File: config.mk
export PLATFORM = sky130hd
export DESIGN_NAME = pipe_ctrl
export DESIGN_NICKNAME = d
export VERILOG_FILES = /design/src/rtl/pipe_pkg.sv /design/src/rtl/pipe_perf_cnt.sv /design/src/rtl/pipe_ctrl.sv
export SDC_FILE = /design/constraint.sdc
export NUM_CORES = 1
export LEC_CHECK = 0
export CAP_MARGIN = 20
export CELL_PAD_IN_SITES_DETAIL_PLACEMENT = 0
export CELL_PAD_IN_SITES_GLOBAL_PLACEMENT = 1
export CORE_ASPECT_RATIO = 1.2
export CORE_MARGIN = 2
export CORE_UTILIZATION = 18
export DETAILED_ROUTE_END_ITERATION = 8
export HOLD_SLACK_MARGIN = 0.05
export MAX_ROUTING_LAYER = met4
export PLACE_DENSITY = 0.86
export SYNTH_ARGS = -nofsm -noshare
export SYNTH_HDL_FRONTEND = slang
export SYNTH_SLANG_ARGS = --single-unit
File: constraint.sdc
create_clock -name clk -period 1.54 [get_ports clk]
set_clock_uncertainty 0.1 [all_clocks]
set_input_delay 0.231 -clock clk [delete_from_list [all_inputs] [get_ports clk]]
set_output_delay 0.231 -clock clk [all_outputs]
set_load 0.01 [all_outputs]
File: src/rtl/pipe_pkg.sv
// Shared definitions for the pipeline hazard/stall controller.
package pipe_pkg;

  typedef enum logic {
    RUN     = 1'b0,
    MC_WAIT = 1'b1
  } state_e;

  localparam logic [4:0] REG_ZERO = 5'd0;

endpackage

File: src/rtl/pipe_perf_cnt.sv
// Saturating event counter: counts cycles with inc_i high, sticks at all-ones,
// cleared by synchronous active-high rst.
module pipe_perf_cnt #(
  parameter int CNT_W = 32
) (
  input  logic             clk,
  input  logic             rst,
  input  logic             inc_i,
  output logic [CNT_W-1:0] cnt_o
);

  logic [CNT_W-1:0] cnt_q, cnt_d;

  // Next count: step on an event unless already saturated.
  always_comb begin
    cnt_d = cnt_q;
    if (inc_i && (cnt_q != {CNT_W{1'b1}})) begin
      cnt_d = cnt_q + {{(CNT_W-1){1'b0}}, 1'b1};
    end
  end

  // Count register with synchronous clear.
  always_ff @(posedge clk) begin
    if (rst) begin
      cnt_q <= '0;
    end else begin
      cnt_q <= cnt_d;
    end
  end

  assign cnt_o = cnt_q;

endmodule

File: src/rtl/pipe_ctrl.sv
// Pipeline hazard controller: load-use stall, taken-branch flush and a
// multi-cycle (mul/div) wait with timeout abort.
// Optional macro PIPE_CTRL_PERF_EN adds saturating stall/flush counters;
// without it the counter ports are tied to zero.
module pipe_ctrl
  import pipe_pkg::*;
#(
  parameter int MC_TIMEOUT = 64,
  parameter int CNT_W      = 32
) (
  input  logic             clk,
  input  logic             rst,
  input  logic [4:0]       id_rs1,
  input  logic [4:0]       id_rs2,
  input  logic             id_use_rs1,
  input  logic             id_use_rs2,
  input  logic [4:0]       ex_rd,
  input  logic             ex_memread,
  input  logic             ex_is_mc,
  input  logic             ex_br_taken,
  input  logic             mc_done,
  output logic             pc_write,
  output logic             if_id_write,
  output logic             if_id_flush,
  output logic             id_ex_bubble,
  output logic             ex_hold,
  output logic             mc_start,
  output logic             mc_err,
  output logic [CNT_W-1:0] stall_cnt,
  output logic [CNT_W-1:0] flush_cnt
);

  localparam int WAIT_W = (MC_TIMEOUT > 1) ? $clog2(MC_TIMEOUT) : 1;
  localparam logic [WAIT_W-1:0] WAIT_LAST = WAIT_W'(MC_TIMEOUT - 1);

  state_e            state_q, state_d;
  logic [WAIT_W-1:0] wait_cnt_q, wait_cnt_d;
  logic              load_use;

  // A load in EX whose (non-zero) destination feeds a source ID actually reads.
  assign load_use = ex_memread && (ex_rd != REG_ZERO) &&
                    ((id_use_rs1 && (id_rs1 == ex_rd)) ||
                     (id_use_rs2 && (id_rs2 == ex_rd)));

  // Next state and all pipeline controls from current state and inputs.
  always_comb begin
    state_d      = state_q;
    wait_cnt_d   = wait_cnt_q;
    pc_write     = 1'b0;
    if_id_write  = 1'b0;
    if_id_flush  = 1'b0;
    id_ex_bubble = 1'b0;
    ex_hold      = 1'b0;
    mc_start     = 1'b0;
    mc_err       = 1'b0;
    if (!rst) begin
      case (state_q)
        RUN: begin
          if (ex_br_taken) begin
            pc_write     = 1'b1;
            if_id_write  = 1'b1;
            if_id_flush  = 1'b1;
            id_ex_bubble = 1'b1;
          end else if (ex_is_mc) begin
            mc_start   = 1'b1;
            ex_hold    = 1'b1;
            state_d    = MC_WAIT;
            wait_cnt_d = '0;
          end else if (load_use) begin
            id_ex_bubble = 1'b1;
          end else begin
            pc_write    = 1'b1;
            if_id_write = 1'b1;
          end
        end
        MC_WAIT: begin
          if (mc_done) begin
            pc_write    = 1'b1;
            if_id_write = 1'b1;
            state_d     = RUN;
          end else if (wait_cnt_q == WAIT_LAST) begin
            pc_write    = 1'b1;
            if_id_write = 1'b1;
            mc_err      = 1'b1;
            state_d     = RUN;
          end else begin
            ex_hold    = 1'b1;
            wait_cnt_d = wait_cnt_q + {{(WAIT_W-1){1'b0}}, 1'b1};
          end
        end
        default: state_d = RUN;
      endcase
    end
  end

  // State and wait-counter registers; reset also aborts a pending wait.
  always_ff @(posedge clk) begin
    if (rst) begin
      state_q    <= RUN;
      wait_cnt_q <= '0;
    end else begin
      state_q    <= state_d;
      wait_cnt_q <= wait_cnt_d;
    end
  end

`ifdef PIPE_CTRL_PERF_EN
  pipe_perf_cnt #(.CNT_W(CNT_W)) u_stall_cnt (
    .clk   (clk),
    .rst   (rst),
    .inc_i (!rst && !pc_write),
    .cnt_o (stall_cnt)
  );

  pipe_perf_cnt #(.CNT_W(CNT_W)) u_flush_cnt (
    .clk   (clk),
    .rst   (rst),
    .inc_i (if_id_flush),
    .cnt_o (flush_cnt)
  );
`else
  assign stall_cnt = '0;
  assign flush_cnt = '0;
`endif

endmodule

Word-level counts from Yosys, hierarchy flattened
Cells that the tools add are included.

word-level totals
  flip-flop bits (word level) = 7
  input bits = 23
  output and inout bits = 71
  word-level logic and storage cells = 49

operators by class
  bitwise logic cells = 1
  reductions and logical operators = 7
  add/subtract/negate cells = 1
  equal/unequal tests = 7
  muxes and demuxes = 31

operators by type and width
  kind                   number
  $mux W1                24
  $mux W6                4
  $pmux W6 S2            1
  $eq A5 B5 Y1           2
  $ne A2 B2 Y1 const B   4
  $add A6 B1 Y6 const B  1
  $eq A6 B6 Y1 const B   1
  $reduce_bool A5 Y1     1
  $logic_and A1 B1 Y1    4
  $pmux W1 S2            2
  $reduce_and A4 Y1      1
  $logic_or A1 B1 Y1     1
  $not A1 Y1             1

Depth between registers and ports, before layout
Gate-level depths: netlist (run 1).

  depth in word-level cells = 9
  gate-level depth with buffers = 6
  gate-level depth less buffers = 5

Worst setup path before layout (run 1)
Ideal clock, no wire load.

  path kind = register to output
  from = register wait_cnt_q[0]
  to = output port pc_write
  data required time = 1.209 ns
  cell stages (with the launch flop) = 7
  arrival time = 1.437 ns
  path slack = -0.228 ns
  cells stage by stage = dfxtp_1 > ha_1 > and3_1 > a31o_1 > nand2_1 > a21oi_1 > buf_4

between the ends
  word-level cells in the longest chain between the ends = 5

ends and longest elaborated chain
  item                    line              text
  from (decl)             pipe_ctrl.sv:37   logic [WAIT_W-1:0] wait_cnt_q, wait_cnt_d;
  from (signal assigned)  pipe_ctrl.sv:103  wait_cnt_q <= wait_cnt_d;
  $eq A6 B6 Y1            pipe_ctrl.sv:81   end else if (wait_cnt_q == WAIT_LAST) begin
  $mux W1 (2 in series)   -
  $pmux W1 S2             -
  $mux W1                 -
  to (decl)               pipe_ctrl.sv:22   output logic pc_write,

No other way between the ends.

Final worst setup path (run 1)
  from = register wait_cnt_q[1]
  to = output port pc_write

between the ends
  word-level cells in the longest chain between the ends = 5

ends and longest elaborated chain
  item          line             text
  $eq A6 B6 Y1  pipe_ctrl.sv:81
  $mux W1       pipe_ctrl.sv:81
  $mux W1       pipe_ctrl.sv:77  if (mc_done) begin
  $pmux W1 S2   pipe_ctrl.sv:57  case (state_q)
  $mux W1       pipe_ctrl.sv:56  if (!rst) begin

No other way between the ends.

==> results of run 1 <==
[through the flow]
step / setup WS (ns) / setup TNS, ns / hold slack, ns
floorplan: -0.0714 / -0.0714 / 0.310
global placement: -0.935 / -5.28 / 0.473
detailed placement: -0.971 / -5.24 / 0.489
CTS: -0.223 / -0.989 / 0.440
global route: -0.245 / -1.22 / 0.479
finish: -0.202 / -0.908 / 0.434
[critical path, delay by kind of cell (launching register included)]
family,cells,cell delay (ns)
DFF,1,0.35
adders and majority gates,1,0.14
and+or+nand+nor,2,0.23
AOI/OAI and AO/OA,2,0.30
buffers and inverters,1,0.15
[report_power, final]
part	switching, uW	internal (uW)
Sequential	2.81	185
Combinational	151	107
Clock	90.8	180
Total	244	472
[cell type report]
cell class / instances / area [sq um]
Clock buffer: 4 / 45.0
Multi-Input combinational cell: 123 / 744
Tap cell: 64 / 80.1
Timing Repair Buffer: 49 / 397
Sequential cell: 7 / 144
Fill cell: 638 / 4220
[cells in the final DEF (no fill, tap or decap), types with 6 or more instances in the layout]
cell type        netlist  layout
nand2_1                8       6
buf_4                 65      20
conb_1                 1      64
dlygate4sd2_1          0       8
buf_2                  0       9
clkdlybuf4s50_1        0       6
xnor2_1               10       9
[cell usage after synthesis]
library cell / instances / area (sq um)
nor2_1: 3 / 11.3
or4_4: 1 / 11.3
o21ai_1: 2 / 10.0
a31o_1: 1 / 8.76
nor3b_1: 1 / 7.51
or3_1: 4 / 25.0
o211ai_1: 1 / 7.51
nand4_1: 2 / 12.5
and4_1: 1 / 8.76
buf_4: 65 / 488
conb_1: 1 / 3.75
o22ai_1: 1 / 6.26
a21oi_1: 4 / 20.0
nand3_1: 4 / 20.0
ha_1: 1 / 12.5
nor3_1: 2 / 10.0
nand2_1: 8 / 30.0
o21ai_2: 1 / 8.76
nand2b_1: 2 / 12.5
o2111ai_1: 1 / 8.76
and3_1: 1 / 6.26
mux2i_1: 4 / 40.0
a31oi_4: 1 / 21.3
xnor2_1: 10 / 87.6
clkbuf_1: 1 / 3.75
nor3b_2: 1 / 12.5
a21o_1: 1 / 7.51
nor4_1: 1 / 6.26
dfxtp_1: 7 / 140
[state kept, by name, summed over array words and instances (netlist names)]
name        cells
state_q         1
wait_cnt_q      6
[kinds of logic (layout without fill, tap and decap cells)]
group	count (synthesis)	count (layout)	share of synthesized area (%)
buf+inv	66	53	46.9
simple gates	31	31	16.6
compound gates	13	13	9.43
xor+xnor	10	10	8.35
flops	7	7	13.4
mux	4	4	3.82
fa+ha+maj	1	1	1.19
other cells	1	64	0.358
[worst max-delay path by stage]
stage	from	endpoint
2_1_floorplan	ex_rd[1]	pc_write
4_1_cts	ex_rd[1]	pc_write
5_1_grt	wait_cnt_q[1]	pc_write
6_report	wait_cnt_q[1]	pc_write
3_5_place_dp	ex_rd[1]	pc_write
3_3_place_gp	ex_rd[1]	pc_write
[metal layers]
layer,track usage (%),wire (microns),vias up
li1,-,-,417
met1,6.21,780,383
met2,12.8,1210,71
met3,2.53,267,4
met4,4.46,35,0
met5,-,0,-
[what timing repair did]
action                                  CTS  global route
gates resized for setup                  66             7
pin swaps                                18            10
buffers inserted                          1             1
endpoints found under the setup margin   11             9
==> reports/qor.yml, run 1 <==
grt_first_pass_wirelength_mm: 3.27
final_cell_area_sq_um: 1410
power_density_nw_per_um2: 508
violations: "setup timing"
first_pass_iters: 4
grt_max_degree: 9
power_uw: 716
cts_hold_buf: 0
cp_slowest_stage_delay_ns: 0.35
fin_ws_ns: -0.202
grt_pass1_vias: 777
drt_iter0_markers: 12
final_cells: 247
finalSetupViolations: 5
gp_congestion: 0.801
die-area_sq_um: 6450
r2r-end: "wait_cnt_q[1]"
vdd_ir_drop_max_uv: 192
post-route-util_pct: 25.0
p_leak_uw: 0.000721
dp_hpwl_mm: 1.92
routed_wl_mm: 2.29
placed_cells: 241
htree_levels: 1
io_buffers: 29
hp-start: "ex_br_taken"
vias: 875
holdPathEnd: "state_q"
final_antenna_net_count: 0
die-width_microns: 73.7
synth.cell_area_sq_um: 1050
finalHoldViolCount: 0
cts_buffers: 3
critPathLaunchType: "flip-flop"
ff2ff_setup_slack_ns: 0.04
r2r_cells: 7
finalCritPeriodShare_pct: 113
yosysWarnings: 0
drc: 0
max_cap_violations: 0
tritoncts: "done"
root_buffer: "clkbuf_8"
critical_path_class: "reg -> out"
reg2reg_from: "wait_cnt_q[1]"
grt.total_usage_pct: 7.15
fin_nets: 208
hold_depth: 4
clk_pin_slew_ns: 0.04
drive_gt1_share_pct: 30.6
overflow: 0
min_path_type: "in -> reg"
antenna_cells: 0
status: "finished with violations"
antenna_found_initial: 0
core_sq_um: 5630
crit_chain: "ha_4, and3_4, a31o_4, nand2_2, a21oi_2, buf_2"
wl_per_cell_microns: 9.28
start_util_pct: 18.6
synth.distinct_cells: 29
insertion_delay_ns: 0.23
slowest_stage: "dfxtp_2"
worst_setup_path_end_kind: "primary output"
std_cell_rows: 30
ys_seq_area_share_pct: 13.4
syn_avg_cell_area_sq_um: 7.88
cts_buffer_depth: 2
required_ns: 1.21
clock.fmax_ghz: 0.574
synth_cells: 133
cts.sinks: 7
post_dp_cell_area_sq_um: 1310
fp.dieH_microns: 87.6
area_growth_syn_to_layout_pct: 34.5
cp_max_fo: 4
rsz0062_at_grt: "yes"
synth_seq_cells: 7
vias_per_cell: 3.54
slew_viol_final: 0
io_pins: 94
arrival_ns: 1.41
finalCriticalPeriod_ns: 1.74
(Power assumes the default switching activity.)
==> run 2, diff against run 1 <==
--- a/config.mk
+++ b/config.mk
@@ -8,13 +8,13 @@
 export CAP_MARGIN = 20
 export CELL_PAD_IN_SITES_DETAIL_PLACEMENT = 0
 export CELL_PAD_IN_SITES_GLOBAL_PLACEMENT = 1
-export CORE_ASPECT_RATIO = 1.2
+export CORE_ASPECT_RATIO = 0.75
 export CORE_MARGIN = 2
 export CORE_UTILIZATION = 18
 export DETAILED_ROUTE_END_ITERATION = 8
 export HOLD_SLACK_MARGIN = 0.05
-export MAX_ROUTING_LAYER = met4
 export PLACE_DENSITY = 0.86
+export RECOVER_POWER = 100
 export SYNTH_ARGS = -nofsm -noshare
 export SYNTH_HDL_FRONTEND = slang
 export SYNTH_SLANG_ARGS = --single-unit
==> run 2 against run 1 <==
Compared with the run above: highest routed layer unchanged; register-to-register slack about the same; sequential share of layout area is 0.40 points lower; the run still ends with setup timing left; count of clock-buffer cells in the layout unchanged; non-clock buffer count grew 4; fmax shrank 0.69%; worst hold slack gained 0.084 ns; first-iteration DRC count increased by 50%; critical path type is now in -> out; cell area rose by 3.2%; die area hardly changed; flip-flop and latch count did not move; global-route usage down 0.65 points; sequential power about the same.
==> reports/qor.yml, run 2 (same netlist as run 1, synthesis figures left out) <==
start_util_pct: 18.4  # -0.25 points
finalSetupTns_ns: -0.920  # -0.0116 ns
post-route-util_pct: 25.5  # +0.46 points
grt.total_usage_pct: 6.50  # -0.65 points
crit_path_start: "ex_rd[4]"
worst_setup_path_end_kind: "primary output"
post_dp_cell_area_sq_um: 1330  # +1.9%
rsz0062_at_grt: "yes"
wl_per_cell_microns: 8.94  # -3.7%
required_ns: 1.21  # about the same
layout_common_cells: "64 x conb_1, 24 x buf_4, 11 x dlygate4sd2_1"
p_leak_uw: 0.000718  # -0.37%
grt_first_pass_wirelength_mm: 3.39  # +3.6%
arrival_ns: 1.42  # about the same
root_buffer: "clkbuf_8"
drive_gt1_share_pct: 30.5  # -0.12 points
finalSetupViolations: 5  # unchanged
grt_pass1_vias: 779  # +0.26%
drt_iter0_markers: 18  # +6
core_sq_um: 5710  # +1.3%
antenna_found_initial: 0  # unchanged
clk_pin_slew_ns: 0.04  # about the same
drc: 0  # unchanged
tritoncts: "done"
io_buffers: 29  # unchanged
io_pins: 94  # unchanged
vdd_ir_drop_max_uv: 140  # -27%
clock.fmax_ghz: 0.570  # -0.69%
cts_buffer_depth: 2  # unchanged
vias_per_cell: 3.35  # -5.5%
vias: 887  # +1.4%
final_common_cell: "conb_1"
critPathLaunchType: "input port"
cts_hold_buf: 0  # unchanged
finalCritPeriodShare_pct: 114  # +0.79 points
cp_max_fo: 2  # -2
cts_buffers: 3  # unchanged
seqCellArea_sq_um: 143  # -0.87%
die-area_sq_um: 6460  # about the same
largest_register_ffs: 6  # unchanged
pre_cts_ws_ns: -0.935  # +0.0362 ns
fill_cells: 625  # -2.0%
power_density_nw_per_um2: 498  # -2.0%
overflow: 0  # unchanged
finalCriticalPeriod_ns: 1.75  # +0.0121 ns
first_pass_iters: 5  # +1
status: "finished with violations"
routed_wl_mm: 2.37  # +3.3%
min_path_type: "reg -> reg"
std_cell_rows: 24  # -20%
fp.dieH_microns: 70.1  # -20%
gp_congestion: 0.798  # -0.42%
die-width_microns: 92.1  # +25%
finalHoldViolCount: 0  # unchanged
hp-start: "wait_cnt_q[3]"
reg2reg_from: "wait_cnt_q[1]"
area_growth_syn_to_layout_pct: 38.8
antenna_cells: 0  # unchanged
top_regs: "wait_cnt_q: 6 flops, state_q: 1 flops"
slew_viol_final: 0  # unchanged
regMostFlops: "wait_cnt_q"
dp_hpwl_mm: 1.84  # -4.2%
multi_input_area_sq_um: 749  # +0.67%
max_cap_violations: 0  # unchanged
htree_levels: 1  # unchanged
hold_slack_ns: 0.519  # +0.0843 ns
final_cell_area_sq_um: 1460  # +3.2%
violations: "setup timing"
critical_path_class: "in -> out"
final_antenna_net_count: 0  # unchanged
fin_nets: 212  # +1.9%
fin_ws_ns: -0.214  # -0.0121 ns
grt_max_degree: 9  # unchanged
cts.sinks: 7  # unchanged
insertion_delay_ns: 0.23  # about the same
==> run 2: cell types whose count changed in the layout (fill, tap and decap cells not counted), sizes merged <==
cell	delta
buf	+3
clkbuf	+1
dlygate4sd2	+3
dlymetal6s2s	-3
==> run 2: cell type report <==
class | count | area share (%)
Clock buffer | 4 | 3.10
Multi-Input combinational cell | 123 | 51.5
Sequential cell | 7 | 9.80
Tap cell | 78 | 6.71
Timing Repair Buffer | 53 | 28.9
==> run 2: critical path, stage by stage <==
cell and delay (ns):
buf_6 0.10, buf_4 0.12, buf_4 0.14, xnor2_2 0.14
nand4_1 0.15, o22ai_2 0.22, buf_4 0.14, a21oi_2 0.06
buf_2 0.14
==> run 2: final timing paths <==
check,end,slack [ns],cells past startpoint
max,if_id_write,-0.21,9
min,wait_cnt_q[3],0.52,3
max reg2reg,wait_cnt_q[3],0.05,6
min reg2reg,wait_cnt_q[3],0.52,3
==> run 2: what timing repair did <==
item,4_1_cts,5_1_grt
hold endpoints to repair,0,0
setup endpoints to repair,11,10
buffers inserted,4,1
pin swaps,22,7
gates resized for setup,65,8
==> run 2: routing by layer <==
metal	up-vias	part of all wire (%)	track usage [%]
met3	7	5.5	0.755
met2	37	52	11.4
met1	418	40	7.46
met4	0	2.8	4.31
met5	-	0	0
li1	425	-	-
==> run 2: report_power, final <==
group          switching [uW]  internal (uW)  total (uW)
Combinational             156            115         271
Clock                    86.8            180         267
Sequential               2.06            185         187
Total                     245            479         724
==> run 2: through the flow <==
step           instances  power (uW)
5_1_grt              265         765
3_3_place_gp         256         445
3_5_place_dp         256         446
2_1_floorplan        196         448
6_report             265         724
4_1_cts              264         713
==> run 3, diff against run 2 <==
--- a/config.mk
+++ b/config.mk
@@ -10,10 +10,10 @@
 export CELL_PAD_IN_SITES_GLOBAL_PLACEMENT = 1
 export CORE_ASPECT_RATIO = 0.75
 export CORE_MARGIN = 2
-export CORE_UTILIZATION = 18
+export CORE_UTILIZATION = 20
 export DETAILED_ROUTE_END_ITERATION = 8
 export HOLD_SLACK_MARGIN = 0.05
-export PLACE_DENSITY = 0.86
+export PLACE_DENSITY = 0.9
 export RECOVER_POWER = 100
 export SYNTH_ARGS = -nofsm -noshare
 export SYNTH_HDL_FRONTEND = slang
==> constraint.sdc (replaced) <==
create_clock -name clk -period 1.93 [get_ports clk]
set_clock_uncertainty 0.1 [all_clocks]
set_input_delay 0.2895 -clock clk [delete_from_list [all_inputs] [get_ports clk]]
set_output_delay 0.2895 -clock clk [all_outputs]
set_load 0.01 [all_outputs]
==> run 3 against run 2 <==
Compared with the run above: the run now ends clean; first-iteration DRC count rose to 3.3 times the previous value; critical path depth down 3; worst setup slack better by 0.26 ns; final cell count down 3.4%; flip-flop and latch count unchanged; combinational power down 24%; count of clock-buffer cells in the layout down 1; worst hold slack worse by 0.020 ns; largest cell class unchanged; highest routed layer unchanged.
==> reports/qor.yml, run 3 (same netlist as run 1, synthesis figures left out) <==
die-area_sq_um: 5840  # -9.5%
arrival_ns: 1.50  # +0.08 ns
final_antenna_net_count: 0  # unchanged
final_cell_area_sq_um: 1390  # -4.5%
power_uw: 569  # -21%
clk_pin_slew_ns: 0.04  # about the same
regMostFlops: "wait_cnt_q"
vdd_ir_drop_max_uv: 106  # -24%
routed_wl_mm: 2.20  # -7.3%
clock.fmax_ghz: 0.531
critPathTopFamily: "buffers and inverters"
drt_iter0_markers: 60  # +42
status: "finished clean"
required_ns: 1.54  # +0.33 ns
min_path_type: "reg -> reg"
root_buffer: "clkbuf_8"
slew_viol_final: 0  # unchanged
std_cell_rows: 22  # -8.3%
cp_slowest_stage_delay_ns: 0.47  # +0.25 ns
core_sq_um: 4980  # -13%
top_regs: "wait_cnt_q: 6 flops, state_q: 1 flops"
p_leak_uw: 0.000684  # -4.7%
multi_input_area_sq_um: 706  # -5.8%
critical_path_class: "in -> out"
io_buffers: 29  # unchanged
grt.total_usage_pct: 7.09  # +0.59 points
finalHoldViolCount: 0  # unchanged
grt_pass1_vias: 680  # -13%
finalSetupViolations: 0  # -5
largest_register_ffs: 6  # unchanged
critPathBufInv: 2  # -3
cts_hold_buf: 0  # unchanged
seqCellArea_sq_um: 141  # -0.88%
layout_common_cells: "64 x conb_1, 21 x buf_4, 17 x clkdlybuf4s50_1"
grt_first_pass_wirelength_mm: 3.23  # -4.7%
gp_congestion: 0.759  # -4.8%
first_pass_iters: 4  # -1
overflow: 0  # unchanged
worst_setup_path_end_kind: "primary output"
power_density_nw_per_um2: 409  # -18%
cp_max_fo: 2  # unchanged
critPathLaunchType: "input port"
fin_nets: 209  # -1.4%
drive_gt1_share_pct: 25.5  # -4.9 points
cts_buffer_depth: 2  # unchanged
fill_cells: 531  # -15%
finalCritPeriodShare_pct: 97.6
slowest_stage: "clkdlybuf4s50_1"
finalCriticalPeriod_ns: 1.88
vias_per_cell: 3.27  # -2.4%
fp.dieH_microns: 66.7  # -4.8%
wl_per_cell_microns: 8.57  # -4.0%
die-width_microns: 87.6  # -4.9%
grt_max_degree: 10  # +1
max_cap_violations: 0  # unchanged
cts.sinks: 7  # unchanged
antenna_found_initial: 0  # unchanged
antenna_cells: 0  # unchanged
htree_levels: 1  # unchanged
cts_buffers: 3  # unchanged
dp_hpwl_mm: 1.85  # +0.72%
drc: 0  # unchanged
final_common_cell: "conb_1"
vias: 836  # -5.7%
post_dp_cell_area_sq_um: 1320  # -0.75%
start_util_pct: 21.0  # +2.7 points
crit_chain: "clkdlybuf4s50_1, xnor2_1, nand4_1, o22ai_2, a21o_1, buf_2"
io_pins: 94  # unchanged
insertion_delay_ns: 0.23  # about the same
tritoncts: "done"
area_growth_syn_to_layout_pct: 32.6
finalSetupTns_ns: 0  # +0.920 ns
-- run 3: changes by cell type in the layout (fill, tap and decap cells not counted), sizes merged --
cell	previous run	this run
clkdlybuf4s50	6	17
dlygate4sd2	11	3
buf	33	29
clkbuf	5	3
clkdlybuf4s15	1	0
clkinv	0	1
-- run 3: report_power, final --
group,leakage [uW],total (uW),switching [uW],internal [uW]
Sequential,0.0000571,149,1.61,147
Combinational,0.000601,206,117,89.4
Clock,0.0000255,214,73.3,141
Total,0.000684,569,192,377
-- run 3: routing by layer --
layer  part of all wire, %  up-vias  wire length, microns  track usage (%)
met5                     0        -                     0                0
met4                   2.0        0                    44             4.04
met3                   5.0        4                   110            0.743
met2                    52       36                  1140             12.0
met1                    41      377                   904             8.70
li1                      -      419                     -                -
-- run 3: worst register-to-register path, delay by kind of cell, from the launching register on --
family	cells	cell delay [ns]
muxes	1	0.13
AOI/OAI and AO/OA	2	0.40
buffers and inverters	1	0.14
and+or+nand+nor	1	0.18
adders and majority gates	1	0.19
DFF	1	0.31
-- run 3: stage by stage --
stage	hold slack [ns]	cells	worst slack [ns]	util (%)
floorplan	0.351	196	0.101	-
global placement	0.470	251	-0.675	26.6
detailed placement	0.481	251	-0.692	26.6
CTS	0.489	255	0.0143	27.1
global route	0.531	256	-0.0113	27.9
finish	0.499	256	0.0454	27.9
-- run 3: path summary, 6_finish.rpt --
kind | startpoint | slack (ns) | cells past startpoint | end
setup / recovery | id_rs2[4] | 0.05 | 6 | id_ex_bubble
hold / removal | wait_cnt_q[3] | 0.50 | 3 | wait_cnt_q[3]
setup reg to reg | wait_cnt_q[0] | 0.34 | 6 | wait_cnt_q[3]
hold reg to reg | wait_cnt_q[3] | 0.50 | 3 | wait_cnt_q[3]
-- run 3: layout make-up --
type	count	area share [%]
repair buffers	50	29.3
clock buffers	3	2.97
clock inverters	1	0.360
well taps	72	6.48
multi-input cells	123	50.8
flip-flops and latches	7	10.2
-- run 3: what timing repair did --
item,CTS,global route
pin swaps,6,7
buffers inserted,0,1
resized for setup,38,9
endpoints found under the hold margin,0,0
endpoints found under the setup margin,7,5
==> variant 1: new RTL, config.mk and constraints of run 2 <==
The option `PIPE_CTRL_PERF_EN` is turned on by a define.
--- a/src/rtl/pipe_ctrl.sv
+++ b/src/rtl/pipe_ctrl.sv
@@ -2,6 +2,8 @@
 // multi-cycle (mul/div) wait with timeout abort.
 // Optional macro PIPE_CTRL_PERF_EN adds saturating stall/flush counters;
 // without it the counter ports are tied to zero.
+`define PIPE_CTRL_PERF_EN
+
 module pipe_ctrl
   import pipe_pkg::*;
 #(
Behaviour: not the same (a bounded check fails within 4 cycles, from zero or initial values and one cycle with rst high).
==> variant 1 against run 2 <==
The flow still finishes with violations (setup timing). Die area grew to 3.3 times the old value. Count of clock-buffer cells in the layout is 9 higher. Critical path depth stayed put. Worst setup slack worse by 490 ps. Sequential cell count is 64 higher. Synthesized area grew to 3.5 times the old value. Cell area grew to 4.6 times the old value. Power grew to 6.4 times the old value. Clock power grew to 8.8 times the old value. Wire length grew to 5.3 times the old value.
==> variant 1: results (changes against run 2) <==
Global route
  • Largest net degree at the start of global routing: 40 (was 9)
  • Met1 Usage GRT: 15.29% (was 7.461%)
  • Global-route wire length before repair: 19.91 mm (was 3.387 mm)
  • Number of global-route vias before repair: 3,932 (was 779)

Placed design
  • Placed inst area: 6125 sq um (was 1334 sq um)
  • Placed Cells: 911 (was 256)
  • HPWL Detailed: 9.332 mm (was 1.839 mm)

Setup path
  • Crit Path Max Fanout: 7 (was 2)
  • Reg-to-reg startpoint: state_q$_DFF_P_ (was wait_cnt_q[1]$_SDFFE_PP0P_)
  • Worst setup SP type: flip-flop (was primary input)
  • Arrival time at the worst endpoint: 2420 ps (was 1420 ps)

STA
  • Setup WS post-layout: -699.1 ps (was -213.8 ps)
  • Setup TNS: -34,540 ps (was -919.6 ps)
  • # setup viols final: 77 (was 5)
  • Hold Worst Slack: 232.0 ps (was 518.6 ps)

Clock tree
  • Clock Latency Late Sink: 340 ps (was 230 ps)
  • Clock Pin Slew Worst Setup and Hold Paths: 60 ps (was 40 ps)
  • H-tree depth: 3 (was 1)
  • Setup Buffers After CTS: 9 (was 4)
  • CTS resizes: 166 (was 65)

Routing
  • Pre-antenna DRT Iters: 4 (was 5)
  • Met3 Routed Length: 561 um (was 130 um)
  • WL/cell: 13.32 um (was 8.936 um)
  • Routed met1 length: 6.149 mm (was 939 um)

Worst hold path
  • Hold endpoint: state_q$_DFF_P_ (was wait_cnt_q[3]$_SDFFE_PP0P_)
  • Worst hold start: rst (was wait_cnt_q[3]$_SDFFE_PP0P_)

Finish
  • NumNets Final: 706 (was 212)

Logic synthesis
  • Mapped Avg Cell Area: 8.341 sq um (was 7.884 sq um)
  • Synth Area in XOR/XNOR: 11.03% (was 8.353%)
  • Post-synth cell types: 43 (was 29)
  • Top cells by area, synth: dfxtp_1 (39%), xor2_1 (8.2%), nor2_1 (6.1%) (was buf_4 (47%), dfxtp_1 (13%), xnor2_1 (8.4%))
  • Post-Synth Adder-Cell Area: 1.027% (was 1.193%)

Status
  • Failing checks: setup timing (unchanged)
  • Status: finished, violations left (unchanged)
[variant 1: cell types whose count changed after synthesis, sizes merged, moves of 18 or more]
cell	before	now
dfxtp	7	71
buf	65	5
nor2	3	59
nand3	4	40
xor2	0	34
nand4	2	28
a21oi	4	23
nand2	8	26
[variant 1: where the power goes]
| part | internal (W) | switching, W | total (W) |
|---|---|---|---|
| clock | 0.00144 | 0.000893 | 0.00234 |
| sequential | 0.00184 | 0.00000984 | 0.00185 |
| combinational | 0.000253 | 0.000230 | 0.000483 |
[variant 1: critical path: stages (launching register included)]
cell and delay (ps):
dfxtp_4 360, buf_4 140, buf_6 110, or2_4 240, a22oi_2 220, buf_6 140
nand3_4 130, buf_6 170, or4_4 410, a21oi_2 140
[variant 1: area by class of cell]
class	instances	area, sq um	share of cell area, %
Inverter	7	31.28	0.4646
Sequential cell	71	1465	21.76
Tap cell	258	322.8	4.795
Clock inverter	3	23.77	0.3531
Clock buffer	13	314.1	4.665
Multi-Input combinational cell	344	2613	38.80
Timing Repair Buffer	247	1963	29.16
==> variant 2: new RTL, config.mk and constraints of run 2 <==
Without the edit above. Register the output `mc_err`, with the module's reset; this adds one clock of latency there. The other outputs are not delayed to match.
--- a/src/rtl/pipe_ctrl.sv
+++ b/src/rtl/pipe_ctrl.sv
@@ -33,6 +33,8 @@
   localparam int WAIT_W = (MC_TIMEOUT > 1) ? $clog2(MC_TIMEOUT) : 1;
   localparam logic [WAIT_W-1:0] WAIT_LAST = WAIT_W'(MC_TIMEOUT - 1);
 
+  logic mc_err_d;
+
   state_e            state_q, state_d;
   logic [WAIT_W-1:0] wait_cnt_q, wait_cnt_d;
   logic              load_use;
@@ -52,7 +54,7 @@
     id_ex_bubble = 1'b0;
     ex_hold      = 1'b0;
     mc_start     = 1'b0;
-    mc_err       = 1'b0;
+    mc_err_d     = 1'b0;
     if (!rst) begin
       case (state_q)
         RUN: begin
@@ -81,7 +83,7 @@
           end else if (wait_cnt_q == WAIT_LAST) begin
             pc_write    = 1'b1;
             if_id_write = 1'b1;
-            mc_err      = 1'b1;
+            mc_err_d    = 1'b1;
             state_d     = RUN;
           end else begin
             ex_hold    = 1'b1;
@@ -123,5 +125,13 @@
   assign flush_cnt = '0;
 `endif
 
+  always_ff @(posedge clk) begin
+    if (rst) begin
+      mc_err <= '0;
+    end else begin
+      mc_err <= mc_err_d;
+    end
+  end
+
 endmodule
 
Formal check against the unedited RTL: no difference found for any inputs over 10 cycles, from zero or initial values and one cycle with rst high; that may be too few to reach the edited logic, so the function may still have changed.
==> variant 2 against run 2 <==
The flow still finishes with violations (setup timing). Power rose by 1.0%. Register-to-register slack got worse by 80 ps. Synthesized area rose by 1.6%. Sequential cell count rose by 1. Largest cell class unchanged. Wire length fell by 3.1%. Sequential power rose by 14%. Cell area rose by 0.95%. Worst setup slack improved by 56 ps. Highest routed layer unchanged.
==> variant 2: results (changes against run 2) <==
Setup path
  • Flop2flop setup slack: -30 ps (was 50 ps)
  • Reg-to-reg startpoint: state_q$_DFF_P_ (was wait_cnt_q[1]$_SDFFE_PP0P_)
  • Arrival time at the worst endpoint: 1370 ps (was 1420 ps)
  • R2R cell count: 5 (was 6)
  • Crit-path slowest cell: or4_4 (was o22ai_2)
  • Largest stage delay, worst path: 540 ps (was 220 ps)
  • Critical path's top delay family: simple AND/OR/NAND/NOR gates (was buffers and inverters)

STA
  • # setup viols final: 7 (was 5)
  • Hold Worst Slack: 376.9 ps (was 518.6 ps)
  • Setup WS post-layout: -158.3 ps (was -213.8 ps)

Placed design
  • HPWL Detailed: 1.906 mm (was 1.839 mm)
  • Routability cong.: 0.7980 (was 0.7977)
  • Placed Cells: 263 (was 256)

Clock tree
  • CTS root buf: clkbuf_8 (unchanged)

Routing
  • Pre-antenna DRT Iters: 4 (was 5)
  • WL/cell: 8.596 um (was 8.936 um)
  • Iter 0 DRT Violations: 14 (was 18)
  • Via Count: 868 (was 887)
  • WL final: 2.295 mm (was 2.368 mm)

Status
  • Failing checks: setup timing (unchanged)
  • Status: finished, violations left (unchanged)

Finish
  • Antenna diode count: 0 (unchanged)
  • Share of cells above drive strength 1: 30.69% (was 30.48%)
  • Top Registers: wait_cnt_q (6), mc_err (1), state_q (1) (was wait_cnt_q (6), state_q (1))
  • Fillers: 654 (was 625)
  • NumNets Final: 215 (was 212)

Logic synthesis
  • Post-synth cell types: 33 (was 29)
  • Top post-synthesis cells by count: buf_4 (65), xnor2_1 (10), dfxtp_1 (8) (was buf_4 (65), xnor2_1 (10), nand2_1 (8))
  • Syn Inst Count: 136 (was 133)
  • Top cells by area, synth: buf_4 (46%), dfxtp_1 (15%), xnor2_1 (8.2%) (was buf_4 (47%), dfxtp_1 (13%), xnor2_1 (8.4%))
  • Register area share after synthesis: 15.04% (was 13.37%)

Worst hold path
  • Worst hold start: mc_done (was wait_cnt_q[3]$_SDFFE_PP0P_)
  • Hold endpoint: wait_cnt_q[1]$_SDFFE_PP0P_ (was wait_cnt_q[3]$_SDFFE_PP0P_)
  • Min-Delay Path Class: in2reg (was reg2reg)

Global route
  • Number of global-route vias before repair: 716 (was 779)
  • GRT Util Overall: 6.517% (was 6.497%)
  • Largest net degree at the start of global routing: 10 (was 9)
  • Global-route wire length before repair: 3.353 mm (was 3.387 mm)

Power
  • Internal power: 0.0004962 W (was 0.0004791 W)
  • Leak: 0.7066 nW (was 0.7180 nW)

Die
  • Core area: 5766 sq um (was 5705 sq um)
## variant 2: final cells by class
class,instances,share of cell area (%)
inverter,2,0.5111
clock buffer,3,2.811
timing repair buffer,55,30.66
sequential,8,11.07
multi-input combinational,121,48.30
tap,78,6.644
## variant 2: per-stage QoR
step	instance area (sq um)	setup TNS, ps	setup slack (ps)
5_1_grt	1469	-1027	-200.0
3_5_place_dp	1366	-6755	-937.0
3_3_place_gp	1366	-6516	-882.6
6_report	1469	-678.6	-158.3
2_1_floorplan	1305	-89.83	-89.83
4_1_cts	1453	-790.6	-178.3
## variant 2: how the worst max path moves through the flow
stage / slack (ps) / to / start
floorplan: -90 / pc_write / ex_rd[1]
global placement: -880 / if_id_write / ex_rd[1]
detailed placement: -940 / if_id_write / ex_rd[1]
CTS: -180 / id_ex_bubble / ex_rd[2]
global route: -200 / if_id_write / ex_rd[4]
finish: -160 / id_ex_bubble / ex_rd[2]
## variant 2: power groups by stage
stage	Clock, W	Sequential (W)	Combinational (W)
2_1_floorplan	0	0.000217	0.000258
3_3_place_gp	0	0.000216	0.000260
3_5_place_dp	0	0.000216	0.000262
4_1_cts	0.000259	0.000213	0.000261
5_1_grt	0.000274	0.000213	0.000289
6_report	0.000252	0.000213	0.000267
## variant 2: repair_timing
item | in CTS | in global routing
setup endpoints to repair | 11 | 10
pin swaps | 21 | 3
resized for setup | 70 | 12
setup buffers | 1 | 0
## variant 2: logic make-up after synthesis
| group | Yosys count | share of synthesized area (%) |
|---|---|---|
| buffers and inverters | 70 | 49.00 |
| adder cells (fa/ha/maj) | 1 | 1.175 |
| AND/OR/NAND/NOR | 29 | 15.16 |
| XOR/XNOR | 10 | 8.225 |
| flip-flops | 8 | 15.04 |
| multiplexers | 1 | 0.9401 |
| other | 1 | 0.3522 |
| AO/OA/AOI/OAI | 16 | 10.11 |
## variant 2: tightest hold or removal path, cell delays in order
cell           delay [ps]
dlygate4sd2_1         240
nand4b_1              120
a21oi_1                60
## variant 2: layer usage
metal / global-route usage (%) / vias up / share of wire, %
li1: - / 429 / -
met3: 1.065 / 4 / 5.1
met2: 11.59 / 32 / 54
met1: 7.532 / 403 / 39
met5: 0 / - / 0
met4: 3.431 / 0 / 1.8
